==> src/rtl/fet_gate_test_sequencer.sv <==
`default_nettype none
`timescale 1ns/1ps
// ============================================================================
// Module      : fet_gate_test_sequencer
// Description : Bring-up sequencer for a discrete-FET logic gate board.
//               Drives all four {A,B} vectors, waits a settle time, samples
//               the synchronised gate output, and checks it against the
//               selected truth table over a programmable number of loops.
// Ports       : clk, rst_n        - clock, async active-low reset
//               start, abort      - run request / synchronous abort
//               func_sel, loops   - expected function and pass count
//               dut_a, dut_b      - gate inputs driven to the board
//               dut_y             - gate output from board (async)
//               busy, done, pass  - run status
//               err_count         - saturating mismatch count
//               fail_vec          - sticky per-vector fail flags
// Revision    : 1.0 - initial release
// ============================================================================
module fet_gate_test_sequencer #(
   parameter int SETTLE_CYCLES = 16,
   parameter int ERR_W         = 8
) (
   input  logic             clk,
   input  logic             rst_n,
   input  logic             start,
   input  logic             abort,
   input  logic [2:0]       func_sel,
   input  logic [7:0]       loops,
   output logic             dut_a,
   output logic             dut_b,
   input  logic             dut_y,
   output logic             busy,
   output logic             done,
   output logic             pass,
   output logic [ERR_W-1:0] err_count,
   output logic [3:0]       fail_vec
);

   typedef enum logic [2:0] {
      S_IDLE   = 3'd0,
      S_APPLY  = 3'd1,
      S_SETTLE = 3'd2,
      S_SAMPLE = 3'd3,
      S_DONE   = 3'd4
   } state_t;

   localparam logic [7:0]       c_settle_load = 8'(SETTLE_CYCLES - 1);
   localparam logic [ERR_W-1:0] c_err_max     = '1;

   state_t     r_state;
   logic       r_y_meta;
   logic       r_y_s;
   logic [2:0] r_func;
   logic [7:0] r_loops;
   logic [7:0] r_loop_cnt;
   logic [1:0] r_idx;
   logic [7:0] r_settle;
   logic       w_expected;

   // Board output is asynchronous to clk; nothing downstream sees it raw.
   always_ff @(posedge clk or negedge rst_n) begin
      if (!rst_n) begin
         r_y_meta <= 1'b0;
         r_y_s    <= 1'b0;
      end else begin
         r_y_meta <= dut_y;
         r_y_s    <= r_y_meta;
      end
   end

   // Expected output uses the registered pins, which equal r_idx in SAMPLE.
   always_comb begin
      w_expected = 1'b0;
      case (r_func)
         3'd0: w_expected = dut_a;
         3'd1: w_expected = ~dut_a;
         3'd2: w_expected = dut_a & dut_b;
         3'd3: w_expected = ~(dut_a & dut_b);
         3'd4: w_expected = dut_a | dut_b;
         3'd5: w_expected = ~(dut_a | dut_b);
         3'd6: w_expected = dut_a ^ dut_b;
         default: w_expected = ~(dut_a ^ dut_b);
      endcase
   end

   always_ff @(posedge clk or negedge rst_n) begin
      if (!rst_n) begin
         r_state    <= S_IDLE;
         r_func     <= 3'd0;
         r_loops    <= 8'd1;
         r_loop_cnt <= 8'd0;
         r_idx      <= 2'd0;
         r_settle   <= 8'd0;
         dut_a      <= 1'b0;
         dut_b      <= 1'b0;
         busy       <= 1'b0;
         done       <= 1'b0;
         pass       <= 1'b0;
         err_count  <= '0;
         fail_vec   <= 4'd0;
      end else begin
         done <= 1'b0;
         if (abort) begin
            // Abort in IDLE also swallows a coincident start.
            if (r_state != S_IDLE) begin
               r_state <= S_IDLE;
               busy    <= 1'b0;
               dut_a   <= 1'b0;
               dut_b   <= 1'b0;
               pass    <= 1'b0;
            end
         end else begin
            case (r_state)
               S_IDLE: begin
                  if (start) begin
                     r_func     <= func_sel;
                     r_loops    <= (loops == 8'd0) ? 8'd1 : loops;
                     r_loop_cnt <= 8'd0;
                     r_idx      <= 2'd0;
                     err_count  <= '0;
                     fail_vec   <= 4'd0;
                     pass       <= 1'b0;
                     busy       <= 1'b1;
                     r_state    <= S_APPLY;
                  end
               end
               S_APPLY: begin
                  dut_a    <= r_idx[1];
                  dut_b    <= r_idx[0];
                  r_settle <= c_settle_load;
                  r_state  <= S_SETTLE;
               end
               S_SETTLE: begin
                  if (r_settle == 8'd0) begin
                     r_state <= S_SAMPLE;
                  end else begin
                     r_settle <= r_settle - 8'd1;
                  end
               end
               S_SAMPLE: begin
                  if (r_y_s != w_expected) begin
                     if (err_count != c_err_max) begin
                        err_count <= err_count + 1'b1;
                     end
                     fail_vec[r_idx] <= 1'b1;
                  end
                  if (r_idx == 2'd3) begin
                     if (r_loop_cnt == 8'(r_loops - 8'd1)) begin
                        r_state <= S_DONE;
                     end else begin
                        r_idx      <= 2'd0;
                        r_loop_cnt <= r_loop_cnt + 8'd1;
                        r_state    <= S_APPLY;
                     end
                  end else begin
                     r_idx   <= r_idx + 2'd1;
                     r_state <= S_APPLY;
                  end
               end
               S_DONE: begin
                  done    <= 1'b1;
                  busy    <= 1'b0;
                  pass    <= (err_count == '0);
                  dut_a   <= 1'b0;
                  dut_b   <= 1'b0;
                  r_state <= S_IDLE;
               end
               default: r_state <= S_IDLE;
            endcase
         end
      end
   end

endmodule
`default_nettype wire

==> config.mk <==
export PLATFORM = sky130hd
export DESIGN_NAME = fet_gate_test_sequencer
export DESIGN_NICKNAME = d
export VERILOG_FILES = /design/src/rtl/fet_gate_test_sequencer.sv
export SDC_FILE = /design/constraint.sdc
export NUM_CORES = 1
export LEC_CHECK = 0
export CORE_ASPECT_RATIO = 1.75
export CORE_MARGIN = 4
export CORE_UTILIZATION = 35
export DETAILED_ROUTE_END_ITERATION = 16
export HOLD_SLACK_MARGIN = 0.05
export SLEW_MARGIN = 20
export SYNTH_ARGS = -nofsm -noshare
export SYNTH_HDL_FRONTEND = slang
export SYNTH_SLANG_ARGS = --single-unit
==> constraint.sdc <==
create_clock -name clk -period 3.5 [get_ports clk]
set_clock_uncertainty 0.15 [all_clocks]
set_input_delay 1.05 -clock clk [delete_from_list [all_inputs] [get_ports clk]]
set_output_delay 1.05 -clock clk [all_outputs]
set_load 0.01 [all_outputs]
==> results of run 1 <==
## stage by stage
| step | total power (uW) | setup WS, ps | util (%) | instances | cell area (um^2) |
|---|---|---|---|---|---|
| finish | 1438 | 510.6 | 43.55 | 440 | 3445 |
| global route | 1518 | 364.4 | 43.55 | 440 | 3445 |
| CTS | 1458 | 521.5 | 43.55 | 440 | 3445 |
| detailed placement | 969.8 | 301.3 | 41.73 | 432 | 3301 |
| global placement | 961.7 | 404.2 | 41.73 | 432 | 3301 |
| floorplan | 858.1 | 844.2 | - | 311 | 2848 |
## cell type report
type	count	area share, %
inverter	13	1.417
multi-input combinational	236	42.72
sequential	51	37.09
timing repair buffer	42	11.33
clock inverter	3	0.5449
tap	90	3.269
clock buffer	5	3.632
## routing by layer
metal	vias up	GRT usage, %	wire length [um]
li1	1182	-	-
met1	1153	14.80	2495
met2	27	27.42	3778
met3	19	2.609	140
met4	0	8.857	312
met5	-	0	0
## Yosys cell counts (2+ instances only)
master	instances
sky130_fd_sc_hd__buf_1	2
sky130_fd_sc_hd__nor4_1	6
sky130_fd_sc_hd__and3_1	11
sky130_fd_sc_hd__xor2_1	6
sky130_fd_sc_hd__o21a_1	2
sky130_fd_sc_hd__xnor2_1	11
sky130_fd_sc_hd__nand2_1	50
sky130_fd_sc_hd__nand3_1	8
sky130_fd_sc_hd__a21o_1	4
sky130_fd_sc_hd__nor3_1	9
sky130_fd_sc_hd__or4_1	7
sky130_fd_sc_hd__nor2b_1	2
sky130_fd_sc_hd__a22o_1	2
sky130_fd_sc_hd__clkbuf_1	7
sky130_fd_sc_hd__nor4b_1	2
sky130_fd_sc_hd__mux2i_1	5
sky130_fd_sc_hd__o31ai_1	4
sky130_fd_sc_hd__o21ai_0	14
sky130_fd_sc_hd__nor2_1	25
sky130_fd_sc_hd__nand4_1	5
sky130_fd_sc_hd__o211ai_1	2
sky130_fd_sc_hd__a311oi_1	2
sky130_fd_sc_hd__dfrtp_1	50
sky130_fd_sc_hd__a31oi_1	4
sky130_fd_sc_hd__or3_1	5
sky130_fd_sc_hd__a21oi_1	18
sky130_fd_sc_hd__a22oi_1	2
sky130_fd_sc_hd__ha_1	12
sky130_fd_sc_hd__nand2b_1	4
sky130_fd_sc_hd__inv_1	13
## where the power goes
part	internal (uW)	switching, uW	leakage, uW
Combinational	125	141	0.000785
Clock	265	218	0.0000740
Sequential	634	53.9	0.000664
Total	1020	414	0.00152
## cell usage in the layout, fill, tap and decap left out, drive strengths merged, types with 2 or more instances in the layout
cell / netlist / layout
o21a: 2 / 2
nor2b: 2 / 2
a21oi: 18 / 18
a31o: 2 / 2
and3: 11 / 11
xor2: 6 / 6
nor3: 9 / 9
clkbuf: 7 / 5
clkinv: 0 / 2
dfrtp: 50 / 50
o211ai: 2 / 2
nand2b: 4 / 4
a311oi: 2 / 2
inv: 13 / 14
nand2: 50 / 50
a22o: 2 / 2
buf: 4 / 11
nor2: 26 / 26
nand4: 5 / 5
ha: 12 / 12
nand3: 8 / 8
or4: 8 / 8
o21ai: 15 / 15
nor4: 7 / 7
nor4b: 2 / 2
a22oi: 2 / 2
a31oi: 4 / 4
or3: 5 / 5
xnor2: 11 / 11
clkdlybuf4s50: 0 / 31
mux2i: 5 / 5
a21o: 4 / 4
o31ai: 4 / 4
## cell families after synthesis
family                     after synthesis  share of synthesized area [%]
AOI/OAI and AO/OA                       60                          13.44
buffers and inverters                   24                          3.471
xor gates and xnor gates                17                          5.228
DFF                                     51                          44.86
adders and majority gates               12                          5.272
muxes                                    6                          2.548
and+or+nand+nor                        141                          25.18
## worst min path at each step
| stage | from | to |
|---|---|---|
| 2_1_floorplan | r_y_meta | r_y_s |
| 3_3_place_gp | r_y_meta | r_y_s |
| 3_5_place_dp | r_y_meta | r_y_s |
| 4_1_cts | r_y_meta | r_y_s |
| 5_1_grt | r_y_meta | r_y_s |
| 6_report | r_y_meta | r_y_s |
## worst reg2reg max path: cells and delay by family (launching register included)
kind | cells | cell delay (ps)
xor+xnor | 1 | 180
compound gates | 2 | 480
simple gates | 1 | 510
buf+inv | 1 | 70
fa+ha+maj | 1 | 290
mux | 1 | 470
flops | 1 | 480
## flip-flops by register name, summed over array words and instances (netlist names), 2 cells and up
register and flops:
r_func 3, fail_vec 4, r_loop_cnt 8, r_settle 8, err_count 8, r_idx 2
r_state 3, r_loops 8
==> results.md, run 1 <==
## Outcome
* **status** finished, final reports clean

## STA
* **WHS** 200.9 ps
* **max-slew violation count** 0
* **final hold violation count** 0
* **post-route setup TNS** 0 ps
* **min cycle time layout** 2989 ps
* **Slew @ Worst Pin** 586.9 ps
* **post-route fraction of the period consumed by the critical path** 85.41%
* **Max transition margin** 60.57%
* **RSZ-0062 raised after global routing** no
* **final number of setup-violating endpoints** 0
* **Highest Clock Rate** 0.3345 GHz

## Critical path
* **worst path cell trace** clkdlybuf4s50_1 -> or2_0 -> a21o_1 -> nor3_1 -> a31oi_1 -> a311oi_1
* **critical path start-end classification** in2reg
* **Reg2Reg Capture Point** err_count[5]
* **worst setup path endpoint** err_count[5]
* **highest cell delay on the worst timing path** 520 ps
* **Reg-to-Reg Start** dut_a
* **critical path data required time** 3540 ps
* **Critical Path Start** abort
* **cell family with the largest share of critical-path delay** simple AND/OR/NAND/NOR gates
* **Worst path slowest cell** sky130_fd_sc_hd__nor3_1
* **top fanout value on the critical path** 6
* **CP Buf/Inv Count** 1
* **critical path launch point type** primary input
* **Crit. path cell count** 6
* **Worst setup EP type** register
* **data arrival time of the critical path** 3030 ps
* **count of cells along the worst register-to-register path** 7
* **flop-to-flop setup slack** 760 ps

## Die
* **initial standard-cell utilization of the core** 36.01%
* **Floorplan Core Area** 0.007909 mm^2
* **Top Ports** 33
* **vertical die dimension** 127.3 um
* **row cnt** 43
* **Die Width** 76.19 um
* **Total Die Area** 0.009700 mm^2

## Route
* **total via count after detailed routing** 2381
* **Antenna Nets Post-Route** 0
* **first-pass iteration count of the detailed router** 4
* **number of DRC violations after detailed routing** 0
* **Detailed Route Iter0 Violations** 75
* **post-detailed-route wirelength per cell** 15.29 um
* **Routed Wire Length** 6727 um
* **Vias/cell** 5.411

## Run
* **Max-Cap Viols** 0

## Pwr
* **maximum vdd drop** 0.2616 mV
* **leakage power summed over all cells** 0.001523 uW
* **power density over the cells** 417.5 mW/mm^2

## Hold path
* **cell depth of the worst min-delay path** 0
* **worst min-delay path class** reg2reg

## Yosys
* **gate count of the mapped netlist** 311
* **Post-Syn Area** 0.002848 mm^2
* **Yosys top cell area share** 43.94%
* **share of async-settable or async-resettable flops after synthesis** 100.0%
* **cell types with the largest area share after synthesis** sky130_fd_sc_hd__dfrtp_1, sky130_fd_sc_hd__nand2_1, sky130_fd_sc_hd__ha_1, sky130_fd_sc_hd__xnor2_1, sky130_fd_sc_hd__nor2_1
* **net count after synthesis** 339
* **most common flop cell mapped by yosys** sky130_fd_sc_hd__dfrtp_1
* **Yosys top cell by area** sky130_fd_sc_hd__dfrtp_1
* **distinct cell type count of the synthesized netlist** 47
* **sequential element share of the synthesized area** 44.86%
* **count of flip-flops with a built-in enable after synthesis** 0
* **synthesized area divided by synthesized cell count** 9.157 um^2
* **Warnings, synthesis** 0
* **flops & latches, synth** 51

## Final layout
* **fraction of layout instances using a drive strength above 1** 7.714%
* **layout net count** 377
* **multi-input logic area** 0.001471 mm^2
* **total area of sequential cells** 0.001277 mm^2
* **Area Growth Syn to Fin** 20.96%
* **ant diodes** 0
* **FILL cells** 782

## Placed design
* **Final HPWL DP** 5151 um
* **quantity of I/O buffers inserted on ports** 32
* **GPL Wtd Cong** 0.8705

## Clocking
* **Resize count post-CTS** 0
* **clock buffer count from CTS** 5
* **source-to-sink clock delay at the later pin of the worst-skew pair** 290 ps
* **count of hold buffers inserted by post-cts repair** 0
* **post-CTS setup buffers** 0
* **H-tree depth reported by CTS** 2
* **clock-pin transition on the worst setup and hold timing paths** 70 ps
* **clock tree root buffer cell** sky130_fd_sc_hd__clkbuf_16
* **maximum number of buffers from clock root to sink** 2
* **CTS Sinks** 51
* **CTS tree** built

## Global routing
* **vias in the first global route** 2456
* **global-route wire length before repair** 11490 um
* **overall overflow remaining after global route** 0
* **pin count of the biggest net entering global routing** 21
* **antenna violations before repair** 0
* **GRT Total Usage** 14.67%

(Power assumes the default switching activity.)
==> inputs of run 2 (changes only) <==
Clock period 3.5 ns to 2.6 ns, I/O delays scaled along.
==> run 2 against run 1 <==
Net effect:
- cell area grew 5.0%
- flip-flop and latch count unchanged
- hold slack worse by 2.5 ps
- critical path type is now reg2reg
==> results.md, run 2 (synthesis gave the netlist of run 1 again) <==
## Outcome
* **status** finished, final reports clean

## Placed design
* **post-placement setup slack** -169.8 ps, -471.1 ps
* **GPL Wtd Cong** 0.7973, -8.4%
* **Cell Count Post-Placement** 447, +3.5%
* **quantity of I/O buffers inserted on ports** 32, unchanged
* **Final HPWL DP** 5089 um, -1.2%

## Critical path
* **top fanout value on the critical path** 8, +2
* **flop-to-flop setup slack** 80 ps, -680 ps
* **critical path data required time** 2630 ps, -910 ps
* **critical path start-end classification** reg2reg
* **critical path launch point type** register
* **data arrival time of the critical path** 2550 ps, -480 ps
* **Worst setup EP type** register
* **Reg2Reg Capture Point** r_state[0]
* **Reg-to-Reg Start** r_loops[0]
* **count of cells along the worst register-to-register path** 8, +1

## STA
* **post-route fraction of the period consumed by the critical path** 96.89%
* **final number of setup-violating endpoints** 0, unchanged
* **min cycle time layout** 2519 ps
* **RSZ-0062 raised after global routing** yes
* **Highest Clock Rate** 0.3970 GHz
* **max-slew violation count** 0, unchanged
* **post-route setup TNS** 0 ps, unchanged
* **final hold violation count** 0, unchanged
* **crit path setup slack, layout** 80.91 ps, -429.7 ps
* **Slew @ Worst Pin** 427.3 ps, -159.5 ps
* **Max transition margin** 71.21%, +11 points

## Global routing
* **global-route wire length before repair** 11750 um, +2.3%
* **vias in the first global route** 2487, +1.3%
* **overall overflow remaining after global route** 0, unchanged
* **antenna violations before repair** 0, unchanged
* **pin count of the biggest net entering global routing** 52, +150%
* **GRT Total Usage** 14.79%, +0.12 points

## Die
* **initial standard-cell utilization of the core** 36.01%, unchanged
* **row cnt** 43, unchanged
* **Total Die Area** 0.009700 mm^2, unchanged
* **Floorplan Core Area** 0.007909 mm^2, unchanged
* **Die Width** 76.19 um, unchanged
* **Top Ports** 33, unchanged
* **vertical die dimension** 127.3 um, unchanged

## Clocking
* **CTS tree** built
* **clock-pin transition on the worst setup and hold timing paths** 70 ps, about the same
* **maximum number of buffers from clock root to sink** 2, unchanged
* **count of hold buffers inserted by post-cts repair** 0, unchanged
* **clock buffer count from CTS** 5, unchanged
* **clock tree root buffer cell** sky130_fd_sc_hd__clkbuf_16
* **H-tree depth reported by CTS** 2, unchanged
* **Resize count post-CTS** 0, unchanged
* **CTS Sinks** 51, unchanged
* **source-to-sink clock delay at the later pin of the worst-skew pair** 290 ps, about the same
* **post-CTS setup buffers** 0, unchanged

## Final layout
* **commonest non-fill, non-tap cells in the layout** sky130_fd_sc_hd__nand2_1, sky130_fd_sc_hd__dfrtp_1, sky130_fd_sc_hd__clkdlybuf4s50_1, sky130_fd_sc_hd__nor2_1, sky130_fd_sc_hd__buf_4
* **ant diodes** 0, unchanged
* **layout net count** 392, +4.0%
* **count of non-filler cells in the finished layout** 455, +3.4%
* **leading cell type in the layout, fill and taps excluded** sky130_fd_sc_hd__nand2_1
* **Area Growth Syn to Fin** 26.98%
* **fraction of layout instances using a drive strength above 1** 13.42%, +5.7 points

## Pwr
* **maximum vdd drop** 0.3131 mV, +20%
* **power density over the cells** 554.0 mW/mm^2, +33%
* **leakage power summed over all cells** 0.001606 uW, +5.5%

## Route
* **first-pass iteration count of the detailed router** 4, unchanged
* **number of DRC violations after detailed routing** 0, unchanged
* **Vias/cell** 5.347, -1.2%
* **total via count after detailed routing** 2433, +2.2%
* **Detailed Route Iter0 Violations** 64, -15%
* **post-detailed-route wirelength per cell** 15.09 um, -1.3%
* **Antenna Nets Post-Route** 0, unchanged
* **Routed Wire Length** 6866 um, +2.1%

## Hold path
* **worst min-delay path class** reg2reg
* **cell depth of the worst min-delay path** 0, unchanged
* **worst min-delay path endpoint** r_y_s
* **worst hold path startpoint** r_y_meta

## Run
* **Max-Cap Viols** 0, unchanged

## run 2: metrics by stage
stage / util, % / power, uW / instance area [um^2] / hold slack (ps)
6_report: 45.72 / 2003 / 3616 / 198.3
5_1_grt: 45.72 / 2109 / 3616 / 205.2
3_3_place_gp: 43.32 / 1313 / 3426 / 184.0
2_1_floorplan: - / 1155 / 2848 / 181.2
3_5_place_dp: 43.32 / 1319 / 3426 / 186.5
4_1_cts: 45.23 / 2010 / 3577 / 203.1
## run 2: layout make-up
type / count / area, um^2
Tap cell: 90 / 112.6
Clock buffer: 7 / 142.6
Clock inverter: 1 / 8.758
Fill cell: 773 / 4293
Multi-Input combinational cell: 236 / 1504
Timing Repair Buffer: 57 / 519.2
Inverter: 13 / 48.80
Sequential cell: 51 / 1280
## run 2: critical path: stages, from the launching register on
cell and delay (ps):
sky130_fd_sc_hd__dfstp_2 540, sky130_fd_sc_hd__inv_2 50, sky130_fd_sc_hd__ha_4 230, sky130_fd_sc_hd__xnor2_1 120, sky130_fd_sc_hd__or4_4 560, sky130_fd_sc_hd__nor4_4 300
sky130_fd_sc_hd__buf_4 200, sky130_fd_sc_hd__a211oi_1 80, sky130_fd_sc_hd__o21a_1 170
## run 2: worst max-delay path by stage
stage / cells past startpoint / start / slack [ps] / end
2_1_floorplan: 8 / r_loops[0] / 10 / r_state[0]
3_3_place_gp: 6 / abort / -110 / r_loop_cnt[7]
3_5_place_dp: 6 / abort / -170 / r_loop_cnt[4]
4_1_cts: 8 / r_loops[0] / 20 / r_state[0]
5_1_grt: 8 / r_loops[0] / -5 / r_state[0]
6_report: 8 / r_loops[0] / 80 / r_state[0]
## run 2: power breakdown
group,internal (uW),switching (uW),total (uW)
combinational,197,207,405
clock,386,298,684
sequential,853,61.0,914
## run 2: metal layers
layer | part of all wire [%] | wire length [um] | up-vias | global-route usage [%]
li1 | - | - | 1209 | -
met1 | 39 | 2670 | 1192 | 16.01
met2 | 57 | 3932 | 24 | 28.08
met3 | 1.7 | 120 | 8 | 2.045
met4 | 2.1 | 142 | 0 | 6.385
met5 | 0 | 0 | - | 0
